### src/rtl/mac_mult_fetch.sv
// Front end of the matrix-multiply MAC: walks the (i, j, k) loop, reads A and B,
// and hands a registered product plus its indices to the accumulate stage.
module mac_mult_fetch #(
    parameter int M                      = 4,
    parameter int K                      = 4,
    parameter int N                      = 4,
    parameter int DATA_WIDTH_INIT_MATRIX = 32
) (
    input  logic                                  clk,
    input  logic                                  resetn,
    input  logic                                  start,
    input  logic                                  stop,
    output logic                                  busy,
    output logic                                  re_a,
    output logic [$clog2(M)-1:0]                  row_addr_a,
    output logic [$clog2(K)-1:0]                  col_addr_a,
    output logic                                  re_b,
    output logic [$clog2(K)-1:0]                  row_addr_b,
    output logic [$clog2(N)-1:0]                  col_addr_b,
    input  logic [DATA_WIDTH_INIT_MATRIX-1:0]     data_in_a,
    input  logic [DATA_WIDTH_INIT_MATRIX-1:0]     data_in_b,
    output logic [2*DATA_WIDTH_INIT_MATRIX-1:0]   product_reg,
    output logic [$clog2(M)-1:0]                  matrix_a_row_addr_counter_reg,
    output logic [$clog2(K)-1:0]                  matrix_a_col_addr_counter_reg,
    output logic [$clog2(K)-1:0]                  matrix_b_row_addr_counter_reg,
    output logic [$clog2(N)-1:0]                  matrix_b_col_addr_counter_reg,
    output logic                                  mult_done_reg
);

    localparam int MW     = $clog2(M);
    localparam int KW     = $clog2(K);
    localparam int NW     = $clog2(N);
    localparam int PW     = 2 * DATA_WIDTH_INIT_MATRIX;
    localparam int STAGES = 2;

    localparam logic [MW-1:0] I_LAST = MW'(M - 1);
    localparam logic [NW-1:0] J_LAST = NW'(N - 1);
    localparam logic [KW-1:0] K_LAST = KW'(K - 1);

    typedef enum logic [1:0] {IDLE, ISSUE, DRAIN} state_t;

    typedef struct packed {
        logic [MW-1:0] i;
        logic [NW-1:0] j;
        logic [KW-1:0] k;
    } idx_t;

    state_t            state, state_nxt;
    idx_t              cnt, cnt_nxt;
    idx_t              addr_hold, addr_src;
    idx_t              s1_idx, out_idx;
    logic [STAGES:1]   vld_pipe;
    logic              issue, last_issue;

    assign issue      = (state == ISSUE);
    assign last_issue = issue && (cnt.i == I_LAST) && (cnt.j == J_LAST) && (cnt.k == K_LAST);

    // ---------------------------------------------------------------- FSM
    always_ff @(posedge clk or negedge resetn) begin
        if (!resetn) state <= IDLE;
        else         state <= state_nxt;
    end

    always_comb begin
        state_nxt = state;
        case (state)
            IDLE:    if (start)        state_nxt = ISSUE;
            ISSUE:   if (last_issue)   state_nxt = DRAIN;
            DRAIN:   if (!vld_pipe[1]) state_nxt = IDLE;
            default:                   state_nxt = IDLE;
        endcase
        if (stop) state_nxt = IDLE;
    end

    // ---------------------------------------------------- loop counters
    // k innermost, then j, then i; the final issue wraps everything to 0,
    // so a following run always starts from (0,0,0).
    always_comb begin
        cnt_nxt = cnt;
        if (stop || !issue) begin
            cnt_nxt = '0;
        end else if (cnt.k != K_LAST) begin
            cnt_nxt.k = cnt.k + KW'(1);
        end else begin
            cnt_nxt.k = '0;
            if (cnt.j != J_LAST) begin
                cnt_nxt.j = cnt.j + NW'(1);
            end else begin
                cnt_nxt.j = '0;
                cnt_nxt.i = (cnt.i == I_LAST) ? '0 : cnt.i + MW'(1);
            end
        end
    end

    always_ff @(posedge clk or negedge resetn) begin
        if (!resetn) begin
            cnt       <= '0;
            addr_hold <= '0;
        end else begin
            cnt <= cnt_nxt;
            if (issue) addr_hold <= cnt;
        end
    end

    // Addresses follow the live counters while issuing, and freeze on the
    // last issued address otherwise (the counters themselves wrap to 0).
    assign addr_src   = issue ? cnt : addr_hold;
    assign re_a       = issue;
    assign re_b       = issue;
    assign row_addr_a = addr_src.i;
    assign col_addr_a = addr_src.k;
    assign row_addr_b = addr_src.k;
    assign col_addr_b = addr_src.j;
    assign busy       = (state != IDLE);

    // ------------------------------------------------------- pipeline
    always_ff @(posedge clk or negedge resetn) begin
        if (!resetn) begin
            vld_pipe <= '0;
            s1_idx   <= '0;
        end else begin
            vld_pipe[1] <= issue && !stop;
            vld_pipe[2] <= vld_pipe[1] && !stop;
            if (issue) s1_idx <= cnt;
        end
    end

    // Stage 2: operands arrived this cycle; an abort discards them.
    always_ff @(posedge clk or negedge resetn) begin
        if (!resetn) begin
            product_reg <= '0;
            out_idx     <= '0;
        end else if (vld_pipe[1] && !stop) begin
            product_reg <= PW'(data_in_a) * PW'(data_in_b);
            out_idx     <= s1_idx;
        end
    end

    assign mult_done_reg                 = vld_pipe[2];
    assign matrix_a_row_addr_counter_reg = out_idx.i;
    assign matrix_a_col_addr_counter_reg = out_idx.k;
    assign matrix_b_row_addr_counter_reg = out_idx.k;
    assign matrix_b_col_addr_counter_reg = out_idx.j;

endmodule

### config.mk
export PLATFORM = sky130hd
export DESIGN_NAME = mac_mult_fetch
export DESIGN_NICKNAME = d
export VERILOG_FILES = /design/src/rtl/mac_mult_fetch.sv
export SDC_FILE = /design/constraint.sdc
export NUM_CORES = 2
export LEC_CHECK = 0
export CAP_MARGIN = 20
export CORE_MARGIN = 2
export CORE_UTILIZATION = 50
export DETAILED_ROUTE_END_ITERATION = 6
export GPL_TIMING_DRIVEN = 0
export PLACE_DENSITY = 0.68
export SLEW_MARGIN = 20
export SYNTH_ARGS = -nofsm -noshare
export SYNTH_HDL_FRONTEND = slang
export SYNTH_SLANG_ARGS = --single-unit
### constraint.sdc
create_clock -name clk -period 1.7 [get_ports clk]
set_input_delay 0.17 -clock clk [delete_from_list [all_inputs] [get_ports clk]]
set_output_delay 0.17 -clock clk [all_outputs]
set_load 0.02 [all_outputs]
* Word level (Yosys, flattened, before mapping)
Index checks and enable logic that the tools add are counted.
** Word-level totals
- Bits in registers :: 92
- Latch bits :: 0
- Memory bits (writable) :: 0
- Memory bits (read-only) :: 0
- Bits of input ports :: 68
- Output and inout bits :: 84
- Logic and storage cells :: 55
- Memories :: 0
** Operators by class
- Add/sub/neg operators :: 3
- Multipliers :: 1
- Divide/modulo/power cells :: 0
- $lt $le $gt $ge :: 0
- Eq/ne operators :: 12
- Shifts and indexed selects :: 0
- Muxes and demuxes :: 12
- Bitwise operators :: 0
- Reduce and logical (&&, ||, !) cells :: 12
** Operator list (count)
- 32-bit by 32-bit multiplier with 64-bit output :: 1
- 2-bit two-way mux :: 8
- 6-bit two-way mux :: 2
- 2-bit equality test (second input constant) :: 4
- 2-bit != test (second input constant) :: 4
- 2-bit by 1-bit adder with 2-bit output (second input constant) :: 3
- 3-bit != test (second input constant) :: 2
- 2-bit one-hot mux with 3 select lines :: 1
- 1-bit logical AND :: 5
- 4-bit two-way mux :: 1
- 3-bit by 2-bit != test with 1-bit output (second input constant) :: 1
- 3-bit AND reduction :: 1
- 2-bit by 1-bit equality test with 1-bit output (second input constant) :: 1
- 1-bit zero test :: 2
- 2-bit zero test :: 1
- 2-bit AND reduction :: 1
- 2-bit nonzero test :: 1
- 1-bit logical OR :: 1

* Logic depth before layout (Yosys ltp)
- Depth in word-level cells :: 7
- Gate-level depth with buffers :: 27
- Depth with buffers taken out :: 25

* Worst setup path after synthesis
Ideal clock, no wire load.
- Kind :: input to register
- From :: input data_in_b[2]
- To :: register product_reg[45]
- Library setup time :: 0.126 ns
- Arrival :: 6.688 ns
- Required time :: 1.574 ns
- Slack :: -5.114 ns
- Stages on the path :: 23
- Path buffers :: 1
- Cells stage by stage :: clkbuf_1 and2_1 fa_1 inv_1 fa_1 fa_1 fa_1 inv_1 fa_1 inv_1 fa_1 inv_1 fa_1 fa_1 ha_1 a21o_1 a21o_1 a211oi_1 a211oi_1 or3_4 a2111oi_4 o21ai_1 a221o_1
** Between the ends
- Longest elaborated chain between the ends :: 1
** Ends and longest elaborated chain
- start: declaration :: line 21 : input logic [DATA_WIDTH_INIT_MATRIX-1:0] data_in_b,
- 32-bit by 32-bit multiplier with 64-bit output :: line 134 : product_reg <= PW'(data_in_a) * PW'(data_in_b);
- end signal: assignment :: line 134
- end: declaration :: line 22 : output logic [2*DATA_WIDTH_INIT_MATRIX-1:0] product_reg,
Every way passes these cells.
A chain may end at the register's enable or synchronous reset.

* Worst setup path after layout
- From :: input data_in_b[8]
- To :: register product_reg[61]
The elaborated chain is that of the path after synthesis.

==> metrics.cfg <==
[outcome]
outcome=complete, but fails checks
violations=negative setup slack

[clock_network]
root_buffer=clkbuf_16
cts_tree=built
cts_buffer_depth=2
numClockSinks=92
cts_buffers=9
h-tree-depth=3
clk-insertion-delay-late_ns=0.34
path_clk_slew_ns=0.07

[critical_path]
critPathMaxFanout=6
path_class=in -> reg
crit_arrival_ns=7.32
start_kind=primary input
cp-end-kind=flop
required_ns=1.98

[global_route]
met1_usage_pct=48.19
grt_busiest_layer=met2
grt_max_degree=77
grt_pass1_vias=32000
grt_use_met3_pct=10.04
grt_antenna_before_repair=15
track_usage_pct=37.77
grt.overflow.total=0
grt_pass1_wl_um=206400
grtUsageMet2_pct=58.09

[detailed_routing]
drc=0
first_iter_violations=2832
wire_per_inst_um=26.06
vias=30590
antenna_left=0
firstDrtPassIters=6
totalWireLength_um=140000
vias_per_cell=5.692

[synthesis]
syn_avg_cell_area_sq_um=9.144
synth_edf_count=0
yosysUniqueCellTypes=79
synth_flop_cell=dfrtp_1
ys_warn_count=0
async_flop_share_pct=100.0
synthCells=4033
syn_area_sq_mm=0.03688
synth-seq-area-share_pct=6.243
ys_seq_elements=92
syn-num-nets=5263

[sta]
fin_worst_hold_slack_ns=0.2288
setup_viol=61
period_share_pct=414.5
post-route-min-period_ns=7.047
worst_clock_skew_ns=0.005840
worstMarginPinSlew_ns=0.8391
slew_headroom_pct=44.06
fin_ws_ns=-5.347
rsz0062_at_grt=yes
final_max_slew_viol_count=0
hold_viol_final=0
fmax_mhz=141.9

[placed_design]
dpl.hpwl_um=112100
dp_cells=5144
io_buffers=151
gp_congestion=1.029

[final_layout]
drive_above_1_share_pct=22.26
syn2layout_area_growth_pct=26.25
largest_reg_flops=64
seqCellArea_sq_mm=0.002302
multi_input_area_sq_mm=0.03268
final_nets=5636
utilization_pct=63.82
fillers=5973
final-instance-count-excl-fill=5374

[die]
start_util_pct=50.55
boundaryPins=152
core_sq_mm=0.07296
die_y_um=275.6
row_count=99
die_w_um=275.6
fp.dieArea_sq_mm=0.07594

[hold_path]
hold_path.class=in -> async

[flow_run]
maxCapViolCount=0

-- metal layers --
layer  routed length, um  part of all wire [%]  vias to the layer above
met5                  61                 0.044                        -
met4               11230                   8.0                       10
met3               16490                    12                      513
met2               62480                    45                     1785
met1               49770                    36                    15680
li1                    -                     -                    12600
-- worst paths after layout --
check | from | to | slack (ns) | depth (start not counted)
worst max register to register | vld_pipe[1] | product_reg[60] | -0.18 | 6
worst min-delay path | resetn | cnt[3] | 0.23 | 2
min in group clk | data_in_a[0] | product_reg[0] | 0.38 | 4
max in group asynchronous | resetn | product_reg[43] | 0.84 | 3
worst min register to register | s1_idx[1] | matrix_a_col_addr_counter_reg[1] | 0.47 | 2
worst max-delay path | data_in_b[8] | product_reg[61] | -5.35 | 24
-- timing repair --
item / in CTS / in global routing
setup buffers: 166 / 50
pin swaps: 238 / 211
hold buffers: 1 / 0
gates resized for setup: 1048 / 359
cloned: 3 / 0
endpoints found under the setup margin: 82 / 70
endpoints found under the hold margin: 25 / 0
-- synthesized netlist by cell type (4+ instances only) --
cell type    n  area (sq um)
o31ai_1     10         75.07
dfrtp_1     92          2302
nor2_1      35         131.4
xnor2_1     25         219.0
nor2b_1      8         50.05
ha_1       266          3328
or4_1        4         30.03
o2111ai_1    4         35.03
a211o_1      5         43.79
nand3_1     23         115.1
nand4_1     19         118.9
fa_1       896         17940
or2_2        6         37.54
nand2_1    597          2241
o21ai_0     73         365.4
o21bai_1    22         165.2
buf_4        8         60.06
o21ai_1      6         30.03
a211oi_1     7         52.55
nand2b_1     5         31.28
inv_1      863          3239
a21o_1      27         202.7
and3_1       4         25.02
clkbuf_1   218         818.3
a21oi_1     79         395.4
nor3_1      20         100.1
buf_1        4         15.01
xor2_1      21         183.9
and2_1     606          3791
o211ai_1     8         60.06
o21a_1       6         45.04
-- area by class of cell --
| class | instances | share of cell area [%] |
|---|---|---|
| Timing Repair Buffer | 369 | 7.533 |
| Antenna cell | 4 | 0.02150 |
| Clock buffer | 10 | 0.5133 |
| Buffer | 228 | 7.100 |
| Sequential cell | 92 | 4.945 |
| Inverter | 864 | 6.976 |
| Clock inverter | 6 | 0.1532 |
| Tap cell | 959 | 2.577 |
| Multi-Input combinational cell | 2842 | 70.18 |
-- worst max-delay path, cell delays in order --
cell       delay [ns]
buf_6            0.13
clkbuf_16        0.15
buf_6            0.13
and2_4           0.15
fa_2             0.55
fa_1             0.45
inv_2            0.09
fa_2             0.44
fa_1             0.51
inv_2            0.05
fa_2             0.58
fa_2             0.45
fa_2             0.65
fa_2             0.51
ha_4             0.33
and3_4           0.18
and2_4           0.14
or3b_4           0.41
a211oi_4         0.24
buf_4            0.16
o21ai_2          0.07
a31o_4           0.26
or4_1            0.41
nand3_1          0.10
-- layout by cell type (no fill, tap or decap), types with 39 or more instances in the layout --
master and count:
inv_2 48, clkbuf_8 60, nand2_1 570, fa_2 106, buf_6 79, dfrtp_1 92
fa_1 790, and2_1 520, inv_1 815, o21ai_1 39, a21oi_1 50, clkdlybuf4s50_1 75
buf_4 183, buf_8 40, ha_1 217, clkbuf_16 68, and2_4 88, ha_4 46
-- metrics by stage --
| step | worst slack, ns | cell area, sq um | TNS, ns |
|---|---|---|---|
| 4_1_cts | -5.297 | 45160 | -269.29 |
| 3_3_place_gp | -7.108 | 40890 | -650.88 |
| 2_1_floorplan | -5.041 | 38180 | -246.57 |
| 3_5_place_dp | -7.112 | 40920 | -368.05 |
| 5_1_grt | -5.413 | 46550 | -278.65 |
| 6_report | -5.347 | 46560 | -271.87 |
-- kinds of logic after synthesis --
family / after synthesis / share of synthesized area (%)
and+or+nand+nor: 1344 / 18.45
adders and majority gates: 1162 / 57.66
DFF: 92 / 6.243
AOI/OAI and AO/OA: 288 / 5.127
muxes: 2 / 0.05429
buffers and inverters: 1099 / 11.37
xor gates and xnor gates: 46 / 1.092
Power is not shown: default switching activity piles up to over one toggle a cycle in this logic, so the estimate is an artifact.
